`src/rtl/traffic_mode_ctrl.sv`:
```
// -----------------------------------------------------------------------------
// traffic_mode_ctrl
//
// Supervisory controller for the two-direction traffic-light block. It
// generates the shared 1 s tick and sequences the operating mode: idle
// all-red, normal R/Y/G cycling (run by the light block), all-red clearance,
// night flash and emergency pre-emption. In every mode except NORMAL the light
// block is held disabled and this block supplies the lamp pattern directly.
//
// Parameters
//   TICK_DIV   Clk cycles per 1 s tick (>= 2)
//   ALLRED_S   all-red clearance duration in ticks (1..15)
//
// Ports
//   Clk         in   system clock
//   Rst         in   asynchronous, active-high reset
//   run         in   1 = intersection operating, 0 = idle all-red
//   night       in   night-mode request (level)
//   emg_req     in   emergency pre-emption request (level)
//   emg_dir     in   0 = green to light 1 (NS), 1 = green to light 2 (EW)
//   tick_1s     out  one-Clk pulse every TICK_DIV cycles
//   lights_en   out  enable to the light block
//   ovr_valid   out  1 = output mux shows ovr_lights instead of the light block
//   ovr_lights  out  override pattern {R1,R2,Y1,Y2,G1,G2}
//   mode        out  state code (IDLE=0, NORMAL=1, CLEAR=2, NIGHT=3, EMG=4)
// -----------------------------------------------------------------------------
module traffic_mode_ctrl #(
    parameter int TICK_DIV = 50_000_000,
    parameter int ALLRED_S = 3
) (
    input  logic       Clk,
    input  logic       Rst,
    input  logic       run,
    input  logic       night,
    input  logic       emg_req,
    input  logic       emg_dir,
    output logic       tick_1s,
    output logic       lights_en,
    output logic       ovr_valid,
    output logic [5:0] ovr_lights,
    output logic [2:0] mode
);

    typedef enum logic [2:0] {
        S_IDLE   = 3'd0,
        S_NORMAL = 3'd1,
        S_CLEAR  = 3'd2,
        S_NIGHT  = 3'd3,
        S_EMG    = 3'd4
    } state_t;

    typedef struct packed {
        logic       lights_en;
        logic       ovr_valid;
        logic [5:0] ovr_lights;
    } out_t;

    localparam int DIV_W = (TICK_DIV > 1) ? $clog2(TICK_DIV) : 1;
    localparam logic [DIV_W-1:0] DIV_LAST = DIV_W'(TICK_DIV - 1);
    localparam logic [3:0]       CLR_LAST = 4'(ALLRED_S - 1);

    // Lamp patterns, bit order {R1,R2,Y1,Y2,G1,G2}
    localparam logic [5:0] LAMP_ALLRED = 6'b110000;
    localparam logic [5:0] LAMP_FLASH  = 6'b001100;
    localparam logic [5:0] LAMP_DARK   = 6'b000000;
    localparam logic [5:0] LAMP_EMG_NS = 6'b010010;
    localparam logic [5:0] LAMP_EMG_EW = 6'b100001;

    // -------------------------------------------------------------------------
    // 1 s tick divider: free-running in every state, never gated by mode.
    // -------------------------------------------------------------------------
    logic [DIV_W-1:0] div_q;

    always_ff @(posedge Clk or posedge Rst) begin
        if (Rst) begin
            div_q   <= '0;
            tick_1s <= 1'b0;
        end else begin
            // NOTE: sequential state uses non-blocking (<=) so every register
            // samples the pre-edge values, independent of statement order.
            tick_1s <= (div_q == DIV_LAST);
            div_q   <= (div_q == DIV_LAST) ? '0 : div_q + DIV_W'(1);
        end
    end

    // -------------------------------------------------------------------------
    // Mode sequencing
    // -------------------------------------------------------------------------
    state_t     state_q, state_d;
    state_t     tgt_q, tgt_d;      // where CLEAR goes when the count expires
    state_t     eff_tgt;           // CLEAR target after this cycle's retargeting
    logic [3:0] cnt_q, cnt_d;      // ticks elapsed in CLEAR
    logic       flash_q, flash_d;  // night flash phase
    logic       dir_q, dir_d;      // emergency direction latched on EMG entry

    always_comb begin
        // NOTE: every variable gets a default before the case so no path
        // leaves it unassigned; that is what keeps this block latch-free.
        state_d = state_q;
        tgt_d   = tgt_q;
        cnt_d   = cnt_q;
        flash_d = flash_q;
        dir_d   = dir_q;
        eff_tgt = tgt_q;

        case (state_q)
            S_IDLE: begin
                if (emg_req) begin
                    state_d = S_CLEAR;
                    tgt_d   = S_EMG;
                end else if (run && night) begin
                    state_d = S_CLEAR;
                    tgt_d   = S_NIGHT;
                end else if (run) begin
                    state_d = S_NORMAL;
                end
            end

            S_NORMAL: begin
                if (emg_req) begin
                    state_d = S_CLEAR;
                    tgt_d   = S_EMG;
                end else if (!run) begin
                    state_d = S_IDLE;
                end else if (night) begin
                    state_d = S_CLEAR;
                    tgt_d   = S_NIGHT;
                end
            end

            S_CLEAR: begin
                // Requests re-aim the clearance without restarting its count.
                if (emg_req) begin
                    eff_tgt = S_EMG;
                end else if (!run) begin
                    eff_tgt = S_IDLE;
                end
                tgt_d = eff_tgt;
                if (tick_1s) begin
                    if (cnt_q == CLR_LAST) begin
                        cnt_d = '0;
                        // A pending night request wins over a plain NORMAL exit.
                        if (eff_tgt == S_NORMAL && night) begin
                            state_d = S_NIGHT;
                        end else begin
                            state_d = eff_tgt;
                        end
                    end else begin
                        cnt_d = cnt_q + 4'd1;
                    end
                end
            end

            S_NIGHT: begin
                if (emg_req) begin
                    state_d = S_CLEAR;
                    tgt_d   = S_EMG;
                end else if (!run) begin
                    state_d = S_IDLE;
                end else if (!night) begin
                    state_d = S_CLEAR;
                    tgt_d   = S_NORMAL;
                end else if (tick_1s) begin
                    flash_d = ~flash_q;
                end
            end

            S_EMG: begin
                if (!emg_req) begin
                    state_d = S_CLEAR;
                    if (!run) begin
                        tgt_d = S_IDLE;
                    end else if (night) begin
                        tgt_d = S_NIGHT;
                    end else begin
                        tgt_d = S_NORMAL;
                    end
                end
            end

            default: state_d = S_IDLE;
        endcase

        // Entry actions, shared by every path into the state.
        if (state_d == S_CLEAR && state_q != S_CLEAR) cnt_d   = '0;
        if (state_d == S_NIGHT && state_q != S_NIGHT) flash_d = 1'b1;
        if (state_d == S_EMG   && state_q != S_EMG)   dir_d   = emg_dir;
    end

    // Output decode of a (state, flash, dir) triple; anything unexpected shows
    // all-red with the light block disabled.
    function automatic out_t outs_of(state_t s, logic flash, logic dir);
        out_t o;
        o.lights_en  = 1'b0;
        o.ovr_valid  = 1'b1;
        o.ovr_lights = LAMP_ALLRED;
        case (s)
            S_NORMAL: begin
                o.lights_en = 1'b1;
                o.ovr_valid = 1'b0;
            end
            S_NIGHT: o.ovr_lights = flash ? LAMP_FLASH : LAMP_DARK;
            S_EMG:   o.ovr_lights = dir ? LAMP_EMG_EW : LAMP_EMG_NS;
            default: ;
        endcase
        return o;
    endfunction

    // Outputs are decoded from the next state so they register in step with it.
    out_t outs_d;
    assign outs_d = outs_of(state_d, flash_d, dir_d);

    always_ff @(posedge Clk or posedge Rst) begin
        if (Rst) begin
            state_q    <= S_IDLE;
            tgt_q      <= S_NORMAL;
            cnt_q      <= '0;
            flash_q    <= 1'b0;
            dir_q      <= 1'b0;
            lights_en  <= 1'b0;
            ovr_valid  <= 1'b1;
            ovr_lights <= LAMP_ALLRED;
        end else begin
            state_q    <= state_d;
            tgt_q      <= tgt_d;
            cnt_q      <= cnt_d;
            flash_q    <= flash_d;
            dir_q      <= dir_d;
            lights_en  <= outs_d.lights_en;
            ovr_valid  <= outs_d.ovr_valid;
            ovr_lights <= outs_d.ovr_lights;
        end
    end

    assign mode = state_q;

endmodule

```
`config.mk`:
```
export PLATFORM = sky130hd
export DESIGN_NAME = traffic_mode_ctrl
export DESIGN_NICKNAME = d
export VERILOG_FILES = /design/src/rtl/traffic_mode_ctrl.sv
export SDC_FILE = /design/constraint.sdc
export NUM_CORES = 1
export LEC_CHECK = 0
export CAP_MARGIN = 10
export CORE_ASPECT_RATIO = 1.5
export CORE_UTILIZATION = 48
export DETAILED_ROUTE_END_ITERATION = 8
export PLACE_DENSITY = 0.68
export SKIP_LAST_GASP = 1
export SYNTH_ARGS = -nofsm -noshare
export SYNTH_HDL_FRONTEND = slang
export SYNTH_SLANG_ARGS = --single-unit
```
`constraint.sdc`:
```
create_clock -name Clk -period 6.2 [get_ports Clk]
set_clock_uncertainty 0.1 [all_clocks]
set_input_delay 0.93 -clock Clk [delete_from_list [all_inputs] [get_ports Clk]]
set_output_delay 0.93 -clock Clk [all_outputs]
set_load 0.005 [all_outputs]
```
**After elaboration in Yosys (flattened, before gate mapping)**

Cells that the tools add are included.

- Register bits after elaboration: 47
- Bits of input ports: 6
- Output and inout bits: 12
- Logic and storage cells: 89

- Add/subtract/negate cells: 2
- Equality and inequality tests: 20
- Muxes and demuxes: 45
- Bitwise logic cells: 1
- Reduce and logical (&&, ||, !) cells: 11

Operators with widths:

| cell | count |
|---|---|
| 2-to-1 mux 3 bit | 25 |
| case mux 3 bit (5 select lines) | 2 |
| adder 26 x 1 -> 26 bit (second input constant) | 1 |
| equality test 26 bit (second input constant) | 1 |
| 2-to-1 mux 26 bit | 1 |
| 2-to-1 mux 4 bit | 5 |
| != test 3 bit (second input constant) | 6 |
| equality test 3 x 2 -> 1 bit (second input constant) | 4 |
| case mux 6 bit (2 select lines) | 1 |
| equality test 3 x 1 -> 1 bit (second input constant) | 3 |
| 2-to-1 mux 1 bit | 7 |
| AND reduction 7 bit | 1 |
| equality test 3 bit (second input constant) | 2 |
| 2-to-1 mux 2 bit | 3 |
| 2-to-1 mux 6 bit | 1 |
| != test 3 x 2 -> 1 bit (second input constant) | 2 |
| logical AND 1 bit | 5 |
| nonzero test 5 bit | 1 |
| adder 4 x 1 -> 4 bit (second input constant) | 1 |
| equality test 4 x 2 -> 1 bit (second input constant) | 1 |
| nonzero test 2 bit | 2 |
| zero test 3 bit | 1 |
| != test 2 bit (second input constant) | 1 |
| AND reduction 2 bit | 1 |
| inverter 1 bit | 1 |

**Depth between registers and ports, before layout**

Gate-level depths: netlist of the first run.

- Depth in word-level cells: 14
- Mapped depth: 7
- Depth with buffers taken out: 7

**Worst setup path after synthesis of the first run**

Ideal clock, no wire load.

- Path kind: input-to-reg
- Start point: input port night
- End point: register flash_q
- Arrival: 2094 ps
- Path slack: 3929 ps
- Stages on the path: 6
- Cell sequence: clkbuf_1 nand4b_1 o221ai_1 a32oi_1 or3_1 a21oi_1

- Word-level cells in the longest chain between the ends: 8
- Elaborated cells between the ends (all ways): 21
- Those cells by class: eq/ne (1); mux (17); reduce/logical (3)

RTL lines:

| item | line | text |
|---|---|---|
| start, declared | 34 | `input logic night,` |
| logical AND 1 bit | 143 | `if (eff_tgt == S_NORMAL && night) begin` |
| 2-to-1 mux 3 bit | 143 |  |
| 2-to-1 mux 3 bit | 140 | `if (cnt_q == CLR_LAST) begin` |
| 2-to-1 mux 3 bit | 139 | `if (tick_1s) begin` |
| case mux 3 bit (5 select lines) | 106 | `case (state_q)` |
| equality test 3 x 2 -> 1 bit | 186 | `if (state_d == S_NIGHT && state_q != S_NIGHT) flash_d = 1'b1;` |
| logical AND 1 bit | 186 |  |
| 2-to-1 mux 1 bit * | 186 |  |
| net flash_d | 93 | `logic flash_q, flash_d;` |
| end signal, assigned | 227 | `flash_q <= flash_d;` |
| end, declared | 93 |  |

The timed path passes the listed nets; every way through them passes the cells marked *.
A chain may end at the register's enable or synchronous reset.

**Final worst setup path of the first run**

- Start point: input port emg_req
- End point: register dir_q

- Word-level cells in the longest chain between the ends: 11
- Elaborated cells between the ends (all ways): 15
- Those cells by class: eq/ne (2); mux (11); reduce/logical (2)

RTL lines:

| item | line | text |
|---|---|---|
| start, declared | 35 | `input logic emg_req,` |
| 2-to-1 mux 3 bit | 133 | `if (emg_req) begin` |
| 2-to-1 mux 3 bit | 106 |  |
| equality test 3 x 1 -> 1 bit | 143 |  |
| logical AND 1 bit | 143 |  |
| 2-to-1 mux 3 bit | 143 |  |
| 2-to-1 mux 3 bit | 140 |  |
| 2-to-1 mux 3 bit | 139 |  |
| case mux 3 bit (5 select lines) * | 106 |  |
| equality test 3 bit * | 187 | `if (state_d == S_EMG && state_q != S_EMG) dir_d = emg_dir;` |
| logical AND 1 bit * | 187 |  |
| 2-to-1 mux 1 bit * | 187 |  |
| net dir_d | 94 | `logic dir_q, dir_d;` |
| end signal, assigned | 228 | `dir_q <= dir_d;` |
| end, declared | 94 |  |

The timed path passes the listed nets; every way through them passes the cells marked *. The select of a mux whose other input is x is not followed.

==> results of run 1 <==
-- flip-flops by register name, summed over array words and instances (netlist names) --
register,count
ovr_valid,1
tick_1s,1
cnt_q,4
lights_en,1
tgt_q,3
flash_q,1
ovr_lights,5
mode,3
dir_q,1
div_q,26
-- logic make-up after synthesis --
| family | Yosys count | synth area share (%) |
|---|---|---|
| XOR/XNOR | 24 | 9.057 |
| adder cells (fa/ha/maj) | 3 | 1.617 |
| AO/OA/AOI/OAI | 38 | 10.73 |
| multiplexers | 5 | 2.210 |
| flip-flops | 46 | 49.81 |
| AND/OR/NAND/NOR | 100 | 23.02 |
| buffers and inverters | 20 | 3.558 |
-- layer usage --
| metal | part of all wire [%] | vias up | routed length, µm |
|---|---|---|---|
| li1 | - | 840 | - |
| met1 | 44 | 826 | 1823 |
| met2 | 52 | 21 | 2154 |
| met3 | 1.8 | 9 | 73 |
| met4 | 2.5 | 0 | 102 |
| met5 | 0 | - | 0 |
-- power groups by stage --
stage                     Clock, µW  Combinational (µW)  Sequential (µW)
after floorplan                   0                84.1              322
after global placement            0                 107              333
after detailed placement          0                 107              332
after CTS                       232                 108              327
after global routing            240                 121              329
final                           223                 106              326
-- critical path, delay by kind of cell --
| kind | cells | cell delay (ns) |
|---|---|---|
| simple gates | 2 | 0.35 |
| compound gates | 2 | 0.50 |
| mux | 1 | 0.29 |
| buf+inv | 1 | 0.75 |
-- through the flow --
stage                     utilization (%)  instances  setup WS [ns]  power (µW)  hold slack [ns]
after global routing                57.70        315          3.296       689.2           0.3888
after detailed placement            55.25        307          3.152       439.0           0.3568
after global placement              55.25        307          3.180       439.6           0.3556
final                               57.70        315          3.460       655.5           0.3660
after floorplan                         -        236          3.929       406.3           0.3314
after CTS                           57.70        315          3.440       665.8           0.3693
-- cell type report --
type / count / area share [%]
clock buffer: 5 / 2.604
inverter: 9 / 1.278
clock inverter: 3 / 1.657
sequential: 46 / 43.75
tap: 64 / 3.030
timing repair buffer: 18 / 6.723
multi-input combinational: 170 / 40.96
-- cells in the mapped netlist, types with 7 or more instances --
library cell,instances
a21oi_1,7
clkbuf_1,8
dfrtp_1,42
inv_1,9
nand2_1,15
nand3_1,16
nor2_1,33
o21ai_0,9
xnor2_1,8
xor2_1,16
-- worst min path at each step --
stage	startpoint	endpoint	slack, ns	depth (start not counted)
global placement	div_q[0]$_DFF_PP0_	div_q[0]$_DFF_PP0_	0.36	1
global route	div_q[6]$_DFF_PP0_	div_q[6]$_DFF_PP0_	0.39	1
finish	div_q[0]$_DFF_PP0_	div_q[0]$_DFF_PP0_	0.37	1
CTS	div_q[0]$_DFF_PP0_	div_q[0]$_DFF_PP0_	0.37	1
detailed placement	div_q[0]$_DFF_PP0_	div_q[0]$_DFF_PP0_	0.36	1
floorplan	div_q[0]$_DFF_PP0_	div_q[0]$_DFF_PP0_	0.33	1
==> metrics.md, run 1 <==
| Metric | Value |
|---|---|
| Status | `finished clean` |
| CP Max Fanout | `15` |
| Initial antenna violation count | `0` |
| Worst reg-to-reg setup slack | `3.48 ns` |
| Slew HR | `38.49%` |
| DP Area | `2530 µm²` |
| Minimum clock period | `2.740 ns` |
| Io pins | `18` |
| Sw Share | `approximately 28%` |
| Slew @ Worst Pin | `0.9214 ns` |
| Global-route track usage on met1 | `21.73%` |
| Worst path cell trace | `clkdlybuf4s50_1 > nand2b_1 > o221ai_1 > a32oi_1 > nand4_1 > mux2_2` |
| Core box area | `4579 µm²` |
| Static Leakage | `0.001200 µW` |
| Post-synth top area share | `45.28%` |
| Synthesized flop and latch total | `46` |
| First-pass GRT wire length | `7182 µm` |
| Tot GR Track Use | `between 10% and 20%` |
| Critical path startpoint category | `input port` |
| Layout area overhead | `13.85%` |
| Cells after Synth | `236` |
| Power Dens Cells | `248.1 nW/µm²` |
| Critical R2R Capture | `div_q[13]$_DFF_PP0_` |
| Filler cells | `413` |
| CP required | `6.29 ns` |
| Sequential power share | `~50%` |
| Post-cts resize count | `0` |
| Area leader, netlist | `dfrtp_1` |
| Post-Syn Area | `2321 µm²` |
| Setup violations, final | `0` |
| Final instance area | `roughly 2600 µm²` |
| Synth cell types | `52` |
| Synthesis warning total | `0` |
| Period utilization | `44.20%` |
| Share of cells above drive strength 1 | `between 9 and 10%` |
| Logic pwr share | `roughly 16%` |
| Sequential cell area | `1156 µm²` |
| Post-CTS setup buffer count | `0` |
| Most common cell after layout, fill and taps aside | `dfrtp_1` |
| Clock tree from TritonCTS | `built` |
| Vias in the first global route | `1634` |
| Post-synthesis sequential area ratio | `between 40% and 50%` |
| I/O Buffers | `17` |
| Total CTS buffers | `5` |
| DR pass1 iterations | `4` |
| Synth area leaders | `dfrtp_1, xor2_1, nor2_1` |
| Largest net degree at the start of global routing | `47` |
| Iter 0 DRT Violations | `66` |
| ANT cells | `0` |
| DRT Wirelength | `4154 µm` |
| Post-DRT Antenna Nets | `0` |
| Clock Latency Late Sink | `0.29 ns` |
| EDFF count, synth | `0` |
| RSZ-0062 raised after global routing | `no` |
| H-tree Lvls | `2` |
| CTS Buffer Depth | `2` |
| Clock power share | `34.0%` |
| Sw power | `181.3 µW` |
| Clk slew on worst S/H paths | `0.09 ns` |
| P_int | `between 400 and 500 µW` |
| Met2 Usage GRT | `31.71%` |
| Clock root buffer master | `clkbuf_8` |
| Worst Reg-to-Reg Cells | `5` |
| Global route hottest layer | `met2` |
| Vias | `~1.7k` |
| Mean Syn Cell Area | `between 9 and 10 µm²` |
| # DRC | `0` |
| Sink Count | `46` |
| Worst Setup SP | `emg_req` |
| Multi-input logic area | `1082 µm²` |
| Grt ovf | `0` |
| M3 GR Usage | `3.566%` |
| Commonest cells after routing, fill and taps aside | `dfrtp_1, nor2_1, clkdlybuf4s50_1` |
| F_max | `364.9 MHz` |
| Die area | `5123 µm²` |
| # nets final | `259` |
| Hpwl dp | `2918 µm` |
| CP Class | `in -> reg` |
| Max-Cap Viols | `0` |
| Endpoint of the worst setup timing path | `dir_q$_DFF_PP0_` |
| Worst Path Arrival | `between 2 and 3 ns` |
| Slew Limit Fails | `0` |
| Min-Delay Path Class | `reg -> reg` |
| Initial Util | `just over 50%` |
| Worst reg2reg path startpoint | `div_q[16]$_DFF_PP0_` |
| CP Capture Type | `register` |
| Fraction of registers with async set/reset | `100.0%` |
| Most used DFF post-synth | `dfrtp_1` |
| Setup TNS | `0 ns` |
| Final Hold Violating Endpoints | `0` |
| Syn_nets | `245` |
| Critical Path Max Stage Delay | `0.75 ns` |
| Die height | `87.17 µm` |
| Die width | `58.78 µm` |
| Hold buffers post-CTS | `0` |
| Worst VDD drop | `~0.00018 V` |
| FP Rows | `30` |
| WL/cell | `13.19 µm` |
| CP max stage cell | `clkdlybuf4s50_1` |
| Routability-driven placement congestion ratio | `0.9095` |
| Via-to-Cell Ratio | `5.384` |
Note: power is estimated with default switching activity, not from simulation.
==> run 2, diff against run 1 <==
==> constraint.sdc (replaced) <==
create_clock -name Clk -period 2.6 [get_ports Clk]
set_clock_uncertainty 0.1 [all_clocks]
set_input_delay 0.39 -clock Clk [delete_from_list [all_inputs] [get_ports Clk]]
set_output_delay 0.39 -clock Clk [all_outputs]
set_load 0.005 [all_outputs]
==> run 2 against run 1 <==
Critical path depth is 2 higher. Clock power is 92% higher. Highest routed layer unchanged. Critical endpoint is now flash_q$_DFF_PP0_. Non-clock buffer count up 10.
==> metrics.md, run 2 (same netlist as run 1, synthesis figures left out) <==
| Metric | Value |
|---|---|
| Hold buffers post-CTS | `0 (unchanged)` |
| Worst reg-to-reg setup slack | `0.30 ns (-3.18 ns)` |
| Critical R2R Capture | `flash_q$_DFF_PP0_` |
| ANT cells | `0 (unchanged)` |
| Initial antenna violation count | `0 (unchanged)` |
| Worst path cell trace | `inv_1 > ha_1 > nor4bb_1 > buf_4 > and3_1 > o211ai_1 > or3_1 > a21oi_1` |
| Worst Path Arrival | `2.44 ns (-0.39 ns)` |
| CP max stage cell | `or3_1` |
| # DRC | `0 (unchanged)` |
| Setup violations, final | `0 (unchanged)` |
| Slew Limit Fails | `0 (unchanged)` |
| FP Rows | `30 (unchanged)` |
| F_max | `around 430 MHz` |
| Clk slew on worst S/H paths | `0.09 ns (about the same)` |
| Initial Util | `50.68% (unchanged)` |
| Largest net degree at the start of global routing | `26 (-45%)` |
| Layout area overhead | `16.66%` |
| Final std cells w/o fill | `325 (+3.2%)` |
| Final Hold Violating Endpoints | `0 (unchanged)` |
| Placed cells | `317 (+3.3%)` |
| H-tree Lvls | `2 (unchanged)` |
| Max FFs per register | `26 (unchanged)` |
| CP Class | `reg -> reg` |
| Core box area | `4579 µm² (unchanged)` |
| Clock Latency Late Sink | `0.30 ns (about the same)` |
| # nets final | `269 (+3.9%)` |
| Share of cells above drive strength 1 | `12.64% (+3.5 points)` |
| Minimum clock period | `2.301 ns` |
| Max-Cap Viols | `0 (unchanged)` |
| Critical path startpoint category | `register` |
| Slew @ Worst Pin | `0.5370 ns (-0.3844 ns)` |
| Vias in the first global route | `1700 (+4.0%)` |
| Die area | `5123 µm² (unchanged)` |
| I/O Buffers | `17 (unchanged)` |
| WL/cell | `13.11 µm (-0.56%)` |
| CP Capture Type | `register` |
| Filler cells | `416 (+0.73%)` |
| CTS Buffer Depth | `2 (unchanged)` |
| Top Registers | `div_q x26, ovr_lights x5, cnt_q x4` |
| Top reg by flops | `div_q` |
| Total CTS buffers | `5 (unchanged)` |
| Iter 0 DRT Violations | `87 (+32%)` |
| Dpl ws | `0.2432 ns (-2.909 ns)` |
| Crit path max-delay family | `simple AND/OR/NAND/NOR gates` |
| Via-to-Cell Ratio | `5.351 (-0.62%)` |
| CP Max Fanout | `4 (-11)` |
| Static Leakage | `0.001240 µW (+3.4%)` |
| DRT Wirelength | `4262 µm (+2.6%)` |
| Fin worst setup slack | `0.2992 ns (-3.160 ns)` |
| Worst reg2reg path startpoint | `cnt_q[0]$_DFFE_PP0P_` |
| CP required | `2.74 ns (-3.55 ns)` |
| Clock tree from TritonCTS | `built` |
| Status | `finished clean` |
| Grt ovf | `0 (unchanged)` |
| Buf/Inv on CP | `2 (+1)` |
| Power Dens Cells | `549.0 nW/µm² (+120%)` |
| Sink Count | `46 (unchanged)` |
| Worst VDD drop | `0.0004012 V (+130%)` |
| Period utilization | `88.49%` |
| Slew HR | `64.15% (+26 points)` |
| Min-Delay Path Class | `in -> async` |
| Hpwl dp | `3162 µm (+8.3%)` |
| Clock root buffer master | `clkbuf_8` |
| Die height | `87.17 µm (unchanged)` |
| Die width | `58.78 µm (unchanged)` |
| Most common cell after layout, fill and taps aside | `dfrtp_1` |
| Setup TNS | `0 ns (unchanged)` |
| Post-cts resize count | `0 (unchanged)` |
| Critical Path Max Stage Delay | `0.49 ns (-0.26 ns)` |
| Commonest cells after routing, fill and taps aside | `dfrtp_1, nor2_1, clkdlybuf4s50_1` |
| Io pins | `18 (unchanged)` |
| Post-DRT Antenna Nets | `0 (unchanged)` |
| DR pass1 iterations | `4 (unchanged)` |
| First-pass GRT wire length | `7320 µm (+1.9%)` |
| RSZ-0062 raised after global routing | `no` |
| Tot GR Track Use | `18.86% (+0.37 points)` |
| Routability-driven placement congestion ratio | `0.8880 (-2.4%)` |
| Worst Reg-to-Reg Cells | `8 (+3)` |
| Post-CTS setup buffer count | `0 (unchanged)` |
| Vias | `1739 (+2.5%)` |
## run 2: cell count changes in the layout (fill, tap and decap cells not counted), sizes merged
| cell | delta |
|---|---|
| inv | -1 |
| clkinv | +1 |
| buf | +10 |
| bufinv | -1 |
| clkinvlp | +1 |
## run 2: routing by layer
| metal | vias to the layer above | global-route usage (%) | part of all wire [%] |
|---|---|---|---|
| met5 | - | 0 | 0 |
| met4 | 0 | 7.143 | 1.6 |
| met3 | 6 | 3.566 | 2.7 |
| met2 | 27 | 33.99 | 53 |
| met1 | 836 | 21.57 | 42 |
| li1 | 870 | - | - |
## run 2: through the flow
stage                     hold slack (ns)  cell area, µm²  total power (µW)  utilization (%)
after detailed placement           0.3598            2618              1072            57.16
after CTS                          0.3656            2708              1506            59.13
after global routing               0.3906            2708              1567            59.13
after global placement             0.3535            2618              1072            57.16
after floorplan                    0.3314            2321             968.9                -
final                              0.3475            2708              1486            59.13
## run 2: cell type report
class	count	area, µm²	area share [%]
Multi-Input combinational cell	170	1082	39.97
Clock inverter	3	21.27	0.7856
Sequential cell	46	1156	42.70
Tap cell	64	80.08	2.957
Clock buffer	5	68.82	2.542
Timing Repair Buffer	28	265.3	9.797
Inverter	9	33.78	1.248
## run 2: worst max path at each step
stage / from / depth (start not counted) / slack, ns / end
finish: cnt_q[0]$_DFFE_PP0P_ / 8 / 0.30 / flash_q$_DFF_PP0_
global placement: run / 6 / 0.26 / flash_q$_DFF_PP0_
CTS: cnt_q[0]$_DFFE_PP0P_ / 8 / 0.29 / flash_q$_DFF_PP0_
detailed placement: run / 6 / 0.24 / flash_q$_DFF_PP0_
floorplan: div_q[16]$_DFF_PP0_ / 5 / 0.41 / div_q[13]$_DFF_PP0_
global route: cnt_q[0]$_DFFE_PP0P_ / 8 / 0.12 / flash_q$_DFF_PP0_
## run 2: report_power, final
part / total (µW) / switching (µW) / leakage (µW) / internal (µW)
sequential: 759 / 21.5 / 0.000601 / 738
combinational: 299 / 176 / 0.000595 / 123
clock: 428 / 239 / 0.0000441 / 189
total: 1490 / 436 / 0.00124 / 1050
==> run 3, diff against run 2 <==
--- a/config.mk
+++ b/config.mk
@@ -8,6 +8,7 @@
 export CAP_MARGIN = 10
 export CORE_ASPECT_RATIO = 1.5
 export CORE_UTILIZATION = 48
+export CTS_CLUSTER_DIAMETER = 100
 export DETAILED_ROUTE_END_ITERATION = 8
 export PLACE_DENSITY = 0.68
 export SKIP_LAST_GASP = 1
==> results of run 3 <==
The final DEF is identical to that of run 2; final timing and power are the same.
